<file path="config.mk">
export PLATFORM = sky130hd
export DESIGN_NAME = heater_sequencer
export DESIGN_NICKNAME = d
export VERILOG_FILES = /design/src/rtl/heater_pkg.sv /design/src/rtl/heater_interval_timer.sv /design/src/rtl/heater_sequencer.sv
export SDC_FILE = /design/constraint.sdc
export NUM_CORES = 1
export LEC_CHECK = 0
export CAP_MARGIN = 10
export CORE_MARGIN = 4
export CORE_UTILIZATION = 55
export CTS_BUF_LIST = sky130_fd_sc_hd__clkbuf_8 sky130_fd_sc_hd__clkbuf_16
export CTS_CLUSTER_DIAMETER = 80
export DETAILED_ROUTE_END_ITERATION = 6
export GPL_ROUTABILITY_DRIVEN = 0
export PLACE_DENSITY_LB_ADDON = 0.05
export SYNTH_ARGS = -nofsm -noshare
export SYNTH_HDL_FRONTEND = slang
export SYNTH_SLANG_ARGS = --single-unit
</file>
<file path="constraint.sdc">
create_clock -name clk -period 4.2 [get_ports clk]
set_input_delay 1.05 -clock clk [delete_from_list [all_inputs] [get_ports clk]]
set_output_delay 1.05 -clock clk [all_outputs]
set_load 0.005 [all_outputs]
</file>
<file path="src/rtl/heater_pkg.sv">
// Shared types and helpers for the heater lane sequencer.
// Holds the sequencer state encoding and width helpers used for port
// and counter sizing in the sequencer and its interval timer.
package heater_pkg;

    typedef enum logic [2:0] {
        IDLE      = 3'd0,
        RAMP_UP   = 3'd1,
        SETTLE    = 3'd2,
        RUN       = 3'd3,
        RAMP_DOWN = 3'd4
    } heater_state_t;

    // Bits needed to hold a lane count from 0 up to n_lanes inclusive.
    function automatic int lane_cnt_w(input int n_lanes);
        return $clog2(n_lanes + 1);
    endfunction

    // Bits needed for a down-counter that must hold the larger of two loads.
    function automatic int timer_w(input int a, input int b);
        return $clog2(((a > b) ? a : b) + 1);
    endfunction

endpackage

</file>
<file path="src/rtl/heater_interval_timer.sv">
// Loadable down-counter shared by the ramp interval and the settle window.
// Ports: clk/reset_n; i_load + i_load_val restart the count; o_expire is
// high during the last cycle of the loaded interval (count == 1).
module heater_interval_timer #(
    parameter int W = 8
) (
    input  logic         clk,
    input  logic         reset_n,
    input  logic         i_load,
    input  logic [W-1:0] i_load_val,
    output logic         o_expire
);

    logic [W-1:0] r_cnt;

    // Counts down to zero and parks there; a load always takes priority,
    // so a reload in the expiring cycle gives back-to-back intervals.
    always_ff @(posedge clk or negedge reset_n) begin
        if (!reset_n) begin
            r_cnt <= '0;
        end else if (i_load) begin
            r_cnt <= i_load_val;
        end else if (r_cnt != '0) begin
            r_cnt <= r_cnt - W'(1);
        end
    end

    // Loading N at edge t makes o_expire high in cycle t+N, so the action
    // it triggers lands exactly N cycles after the load.
    assign o_expire = (r_cnt == W'(1));

endmodule

</file>
<file path="src/rtl/heater_sequencer.sv">
// Heater lane sequencer: ramps lanes on/off one per RAMP_CYCLES, holds the
// checkers in clear through a SETTLE_CYCLES flush, then gathers errors.
// Ports: start/stop/target control the ramp; lane_en/lane_err_clear drive
// the lanes; state/active_count/busy and error_* report status. All outputs
// are registered.
module heater_sequencer
    import heater_pkg::*;
#(
    parameter int N_LANES       = 16,
    parameter int RAMP_CYCLES   = 1024,
    parameter int SETTLE_CYCLES = 2048,
    parameter int CNT_W         = 16
) (
    input  logic                              clk,
    input  logic                              reset_n,
    input  logic                              start,
    input  logic                              stop,
    input  logic [lane_cnt_w(N_LANES)-1:0]    target,
    input  logic                              err_clear,
    input  logic [N_LANES-1:0]                lane_error,
    output logic [N_LANES-1:0]                lane_en,
    output logic [N_LANES-1:0]                lane_err_clear,
    output heater_state_t                     state,
    output logic [lane_cnt_w(N_LANES)-1:0]    active_count,
    output logic                              busy,
    output logic [N_LANES-1:0]                error_sticky,
    output logic                              error_any,
    output logic [CNT_W-1:0]                  error_count
);

    localparam int                CW        = lane_cnt_w(N_LANES);
    localparam int                TW        = timer_w(RAMP_CYCLES, SETTLE_CYCLES);
    localparam logic [CW-1:0]     MAX_LANES = CW'(N_LANES);
    localparam logic [TW-1:0]     RAMP_LD   = TW'(RAMP_CYCLES);
    localparam logic [TW-1:0]     SETTLE_LD = TW'(SETTLE_CYCLES);
    localparam logic [N_LANES-1:0] LANE0    = N_LANES'(1);

    heater_state_t          r_state;
    logic [N_LANES-1:0]     r_lane_en;
    logic [N_LANES-1:0]     r_lane_err_clear;
    logic [CW-1:0]          r_active;
    logic [CW-1:0]          r_target;
    logic                   r_busy;
    logic [N_LANES-1:0]     r_error_sticky;
    logic                   r_error_any;
    logic [CNT_W-1:0]       r_error_count;

    logic                   w_start_ok;
    logic                   w_stop_ok;
    logic                   w_to_settle;
    logic                   w_add;
    logic                   w_to_run;
    logic                   w_to_idle;
    logic                   w_drop;
    logic                   w_expire;
    logic                   w_tmr_load;
    logic [TW-1:0]          w_tmr_val;
    logic [CW-1:0]          w_target_sat;
    logic [N_LANES-1:0]     w_err_hit;
    logic [N_LANES-1:0]     w_sticky_nxt;

    // Transition decode, shared by the FSM and the timer reload so the two
    // can never disagree about when an interval starts.
    always_comb begin
        w_start_ok   = (r_state == IDLE) && start && (target != '0);
        w_stop_ok    = stop && ((r_state == RAMP_UP) || (r_state == SETTLE) ||
                                (r_state == RUN));
        // stop beats a coincident ramp tick, so no lane is added
        w_to_settle  = (r_state == RAMP_UP) && !stop && (r_active == r_target);
        w_add        = (r_state == RAMP_UP) && !stop && (r_active != r_target) && w_expire;
        w_to_run     = (r_state == SETTLE) && !stop && w_expire;
        w_to_idle    = (r_state == RAMP_DOWN) && (r_active == '0);
        w_drop       = (r_state == RAMP_DOWN) && (r_active != '0) && w_expire;
        w_tmr_load   = w_start_ok || w_stop_ok || w_add || w_to_settle || w_drop;
        w_tmr_val    = w_to_settle ? SETTLE_LD : RAMP_LD;
        w_target_sat = (target > MAX_LANES) ? MAX_LANES : target;
    end

    heater_interval_timer #(
        .W (TW)
    ) u_timer (
        .clk        (clk),
        .reset_n    (reset_n),
        .i_load     (w_tmr_load),
        .i_load_val (w_tmr_val),
        .o_expire   (w_expire)
    );

    // Lanes are always a contiguous block starting at lane 0, so adding
    // shifts a one in at the bottom and dropping shifts the top one out.
    always_ff @(posedge clk or negedge reset_n) begin
        if (!reset_n) begin
            r_state          <= IDLE;
            r_lane_en        <= '0;
            r_lane_err_clear <= '1;
            r_active         <= '0;
            r_target         <= '0;
            r_busy           <= 1'b0;
        end else if (w_stop_ok) begin
            r_state          <= RAMP_DOWN;
            r_lane_err_clear <= '1;
            r_lane_en        <= r_lane_en >> 1;
            r_active         <= r_active - CW'(1);
        end else begin
            case (r_state)
                IDLE: begin
                    if (w_start_ok) begin
                        r_state   <= RAMP_UP;
                        r_busy    <= 1'b1;
                        r_target  <= w_target_sat;
                        r_lane_en <= LANE0;
                        r_active  <= CW'(1);
                    end
                end
                RAMP_UP: begin
                    if (w_to_settle) begin
                        r_state <= SETTLE;
                    end else if (w_add) begin
                        r_lane_en <= (r_lane_en << 1) | LANE0;
                        r_active  <= r_active + CW'(1);
                    end
                end
                SETTLE: begin
                    if (w_to_run) begin
                        r_state          <= RUN;
                        // only enabled lanes leave clear; idle lanes stay held
                        r_lane_err_clear <= ~r_lane_en;
                    end
                end
                RUN: begin
                end
                RAMP_DOWN: begin
                    if (w_to_idle) begin
                        r_state <= IDLE;
                        r_busy  <= 1'b0;
                    end else if (w_drop) begin
                        r_lane_en <= r_lane_en >> 1;
                        r_active  <= r_active - CW'(1);
                    end
                end
                default: begin
                    r_state <= IDLE;
                    r_busy  <= 1'b0;
                end
            endcase
        end
    end

    // Errors count only from enabled lanes while checking is live; a new
    // error in the same cycle as err_clear survives the clear.
    always_comb begin
        w_err_hit    = (r_state == RUN) ? (lane_error & r_lane_en) : '0;
        w_sticky_nxt = err_clear ? w_err_hit : (r_error_sticky | w_err_hit);
    end

    always_ff @(posedge clk or negedge reset_n) begin
        if (!reset_n) begin
            r_error_sticky <= '0;
            r_error_any    <= 1'b0;
            r_error_count  <= '0;
        end else begin
            r_error_sticky <= w_sticky_nxt;
            r_error_any    <= |w_sticky_nxt;
            if (err_clear) begin
                r_error_count <= (|w_err_hit) ? CNT_W'(1) : '0;
            end else if ((|w_err_hit) && !(&r_error_count)) begin
                r_error_count <= r_error_count + CNT_W'(1);
            end
        end
    end

    assign lane_en        = r_lane_en;
    assign lane_err_clear = r_lane_err_clear;
    assign state          = r_state;
    assign active_count   = r_active;
    assign busy           = r_busy;
    assign error_sticky   = r_error_sticky;
    assign error_any      = r_error_any;
    assign error_count    = r_error_count;

endmodule

</file>
==> results.toml <==
[run_status]
status = "finished, final reports clean"

[layout]
area_growth_pct = 27.3
nets = 611
drive_gt1_share_pct = 9.40
antenna_cells = 0

[clock_tree]
path_clk_slew_ns = 0.09
clock_latency_ns = 0.37
cts_resized = 0
root_buffer = "clkbuf_8"
post_cts_buffers = 0
cts_tree = "done"
cts.path.max_buffers = 2
hold_buffers = 0
numCtsBuffers = 9
cts.sinks = 91
h-tree-depth = 3

[worst_setup_path]
cp_max_fo = 34
cp.arrival_ns = 3.37
cpMostUsedCell = "o21ai_0"
worst_path_max_delay_cell = "or4_1"
crit_chain = "clkdlybuf4s50_1 > or4_1 > o21ai_0 > a221o_1 > a211o_1 > buf_4 > o21ai_0"
cp_num_buf_inv = 2
crit_path_max_incr_delay_ns = 0.51
r2r-start = "active_count[0]"
cp-start-kind = "input pin"
reg2reg_depth = 7
setup.worst_path.end_class = "register"
reg2reg_to = "lane_en[5]"
worstSetupPathType = "input pin to register"
critPathTopFamily = "compound AO/OA/AOI/OAI gates"
worstPathRequired_ns = 4.44
r2r_setup_slack_ns = 1.57

[sta]
finalSetupTns_ns = 0
grt_setup_unrepaired = "no"
slew_violations = 0
finalHoldViolCount = 0
min_period_ns = 3.13
post-route-period-util_pct = 74.6
worst_pin_slew_ns = 1.03
relSlewSlack_pct = 31.2
fin_skew_ns = 0.0102
setup_viol = 0
max_freq_ghz = 0.319
fin_ws_ns = 1.07

[synth]
yosysWarnings = 0
syn-instance-count = 492
synth_nets = 523
async_flop_share_pct = 100
synth.top_cell.area_share_pct = 41.2
synth.area.top_cells = "dfrtp_1 (41%), dfstp_2 (9.2%), nand2_1 (6.9%), o21ai_0 (2.7%), a22oi_1 (2.6%)"
syn-cell-area_mm2 = 0.00456
synth_enable_flop_cells = 0
synth_top_cell_by_area = "dfrtp_1"
synth_seq_cells = 91
avgSynthCellArea_um2 = 9.27
synth_ff_type = "dfrtp_1"
synth_cell_types = 56
yosysSeqAreaShare_pct = 50.4

[pwr]
finalPower_mw = 2.70
worst_ir_drop_vdd_mv = 0.356
pwr_density_cell_mw_per_mm2 = 465
power.leakage_nw = 2.42

[global_routing]
grt_pass1_wl_mm = 19.3
grt_antenna_before_repair = 0
grt_usage_pct = 24.4
overflow = 0
grt_max_degree = 89
grt_pass1_vias = 3846

[job]
maxCapViolCount = 0

[die]
die_height_um = 99.1
rows = 32
die_w_um = 99.1
core_area_mm2 = 0.00789
die_area_mm2 = 0.00981
ios = 100
start_util_pct = 57.8

[drt]
wirelength_mm = 11.8
drt_first_pass_iters = 4
wire_per_inst_um = 17.1
via_per_inst = 5.95
ant_nets = 0
post-route-drc-count = 0
drt_first_iter_violations = 275
num_vias = 4086

[hold_path]
min_from = "r_target[2]"
min_to = "r_target[2]"
hold_depth = 2
hp-class = "register to register"

[placement]
io_buffers = 99
dp_hpwl_mm = 8.33
pre_cts_ws_ns = 0.704
## tightest hold or removal path, cell delays in order, from the launching register on
cell,delay (ns)
dfrtp_1,0.37
nand2_1,0.05
o21ai_0,0.06
## per-layer routing
| layer | share of wire (%) | vias up | track usage (%) |
|---|---|---|---|
| met5 | 0 | - | 0 |
| met4 | 1.8 | 0 | 8.09 |
| met3 | 7.0 | 18 | 4.67 |
| met2 | 49 | 159 | 38.7 |
| met1 | 42 | 1980 | 34.0 |
| li1 | - | 1929 | - |
## sequential cells by signal (all words and copies together) (netlist names)
name,count
active_count,5
busy,1
error_any,1
error_count,16
error_sticky,16
lane_en,16
lane_err_clear,16
r_target,5
state,3
u_timer.r_cnt,12
## power breakdown
part / switching (mW) / internal [mW]
registers: 0.175 / 0.986
clock network: 0.319 / 0.274
logic: 0.541 / 0.406
## synth_stat cells (6+ instances only)
cell type,instances
nand3_1,13
nand2_1,84
or3_1,6
o21ai_1,12
o21ai_0,25
nand4_1,10
clkbuf_1,13
a21oi_1,18
nor4_1,10
nor2_1,30
xnor2_1,13
o22ai_1,18
nor3_1,12
dfrtp_1,75
nand2b_1,7
dfstp_2,16
inv_1,24
buf_2,11
a22oi_1,16
o211ai_1,16
## layout by cell type (no fill, tap or decap), types with 16 or more instances in the layout
cell type	netlist	routed
o211ai_1	16	16
dfrtp_1	75	75
o21ai_0	25	25
clkdlybuf4s50_1	0	98
a22oi_1	16	16
nor2_1	30	30
o22ai_1	18	18
a21oi_1	18	18
dfstp_2	16	16
inv_1	24	24
nand2_1	84	84
## per-stage QoR
stage / cells / cell area, um2 / hold slack [ns] / utilization [%]
floorplan: 492 / 4560 / 0.469 / -
global placement: 670 / 5590 / 0.483 / 70.8
detailed placement: 670 / 5590 / 0.498 / 70.8
CTS: 686 / 5780 / 0.517 / 73.2
global route: 687 / 5800 / 0.536 / 73.6
finish: 687 / 5800 / 0.511 / 73.6
## cell families after synthesis
logic type	share of synthesized area [%]
AO/OA/AOI/OAI	17.6
XOR/XNOR	3.46
adder cells (fa/ha/maj)	1.37
buffers and inverters	4.77
flip-flops	50.4
multiplexers	0.741
AND/OR/NAND/NOR	21.7
## area by class of cell
cell class                 instances  area (um2)
clock buffer                       9         124
clock inverter                     7        67.6
fill                             579        2080
inverter                          24        90.1
multi-input combinational        349        2040
sequential                        91        2300
tap                              102         128
timing repair buffer             105        1050
## worst max-delay path by stage
stage / start / endpoint / slack [ns] / cells after the start
after global routing: target[0] / lane_en[2] / 0.91 / 8
after detailed placement: target[0] / lane_en[5] / 0.70 / 7
after global placement: target[0] / lane_en[6] / 0.80 / 7
after CTS: target[0] / lane_en[5] / 1.09 / 7
after floorplan: target[0] / u_timer.r_cnt[1] / 1.51 / 7
final: target[0] / lane_en[5] / 1.07 / 7
(Power assumes the default switching activity.)
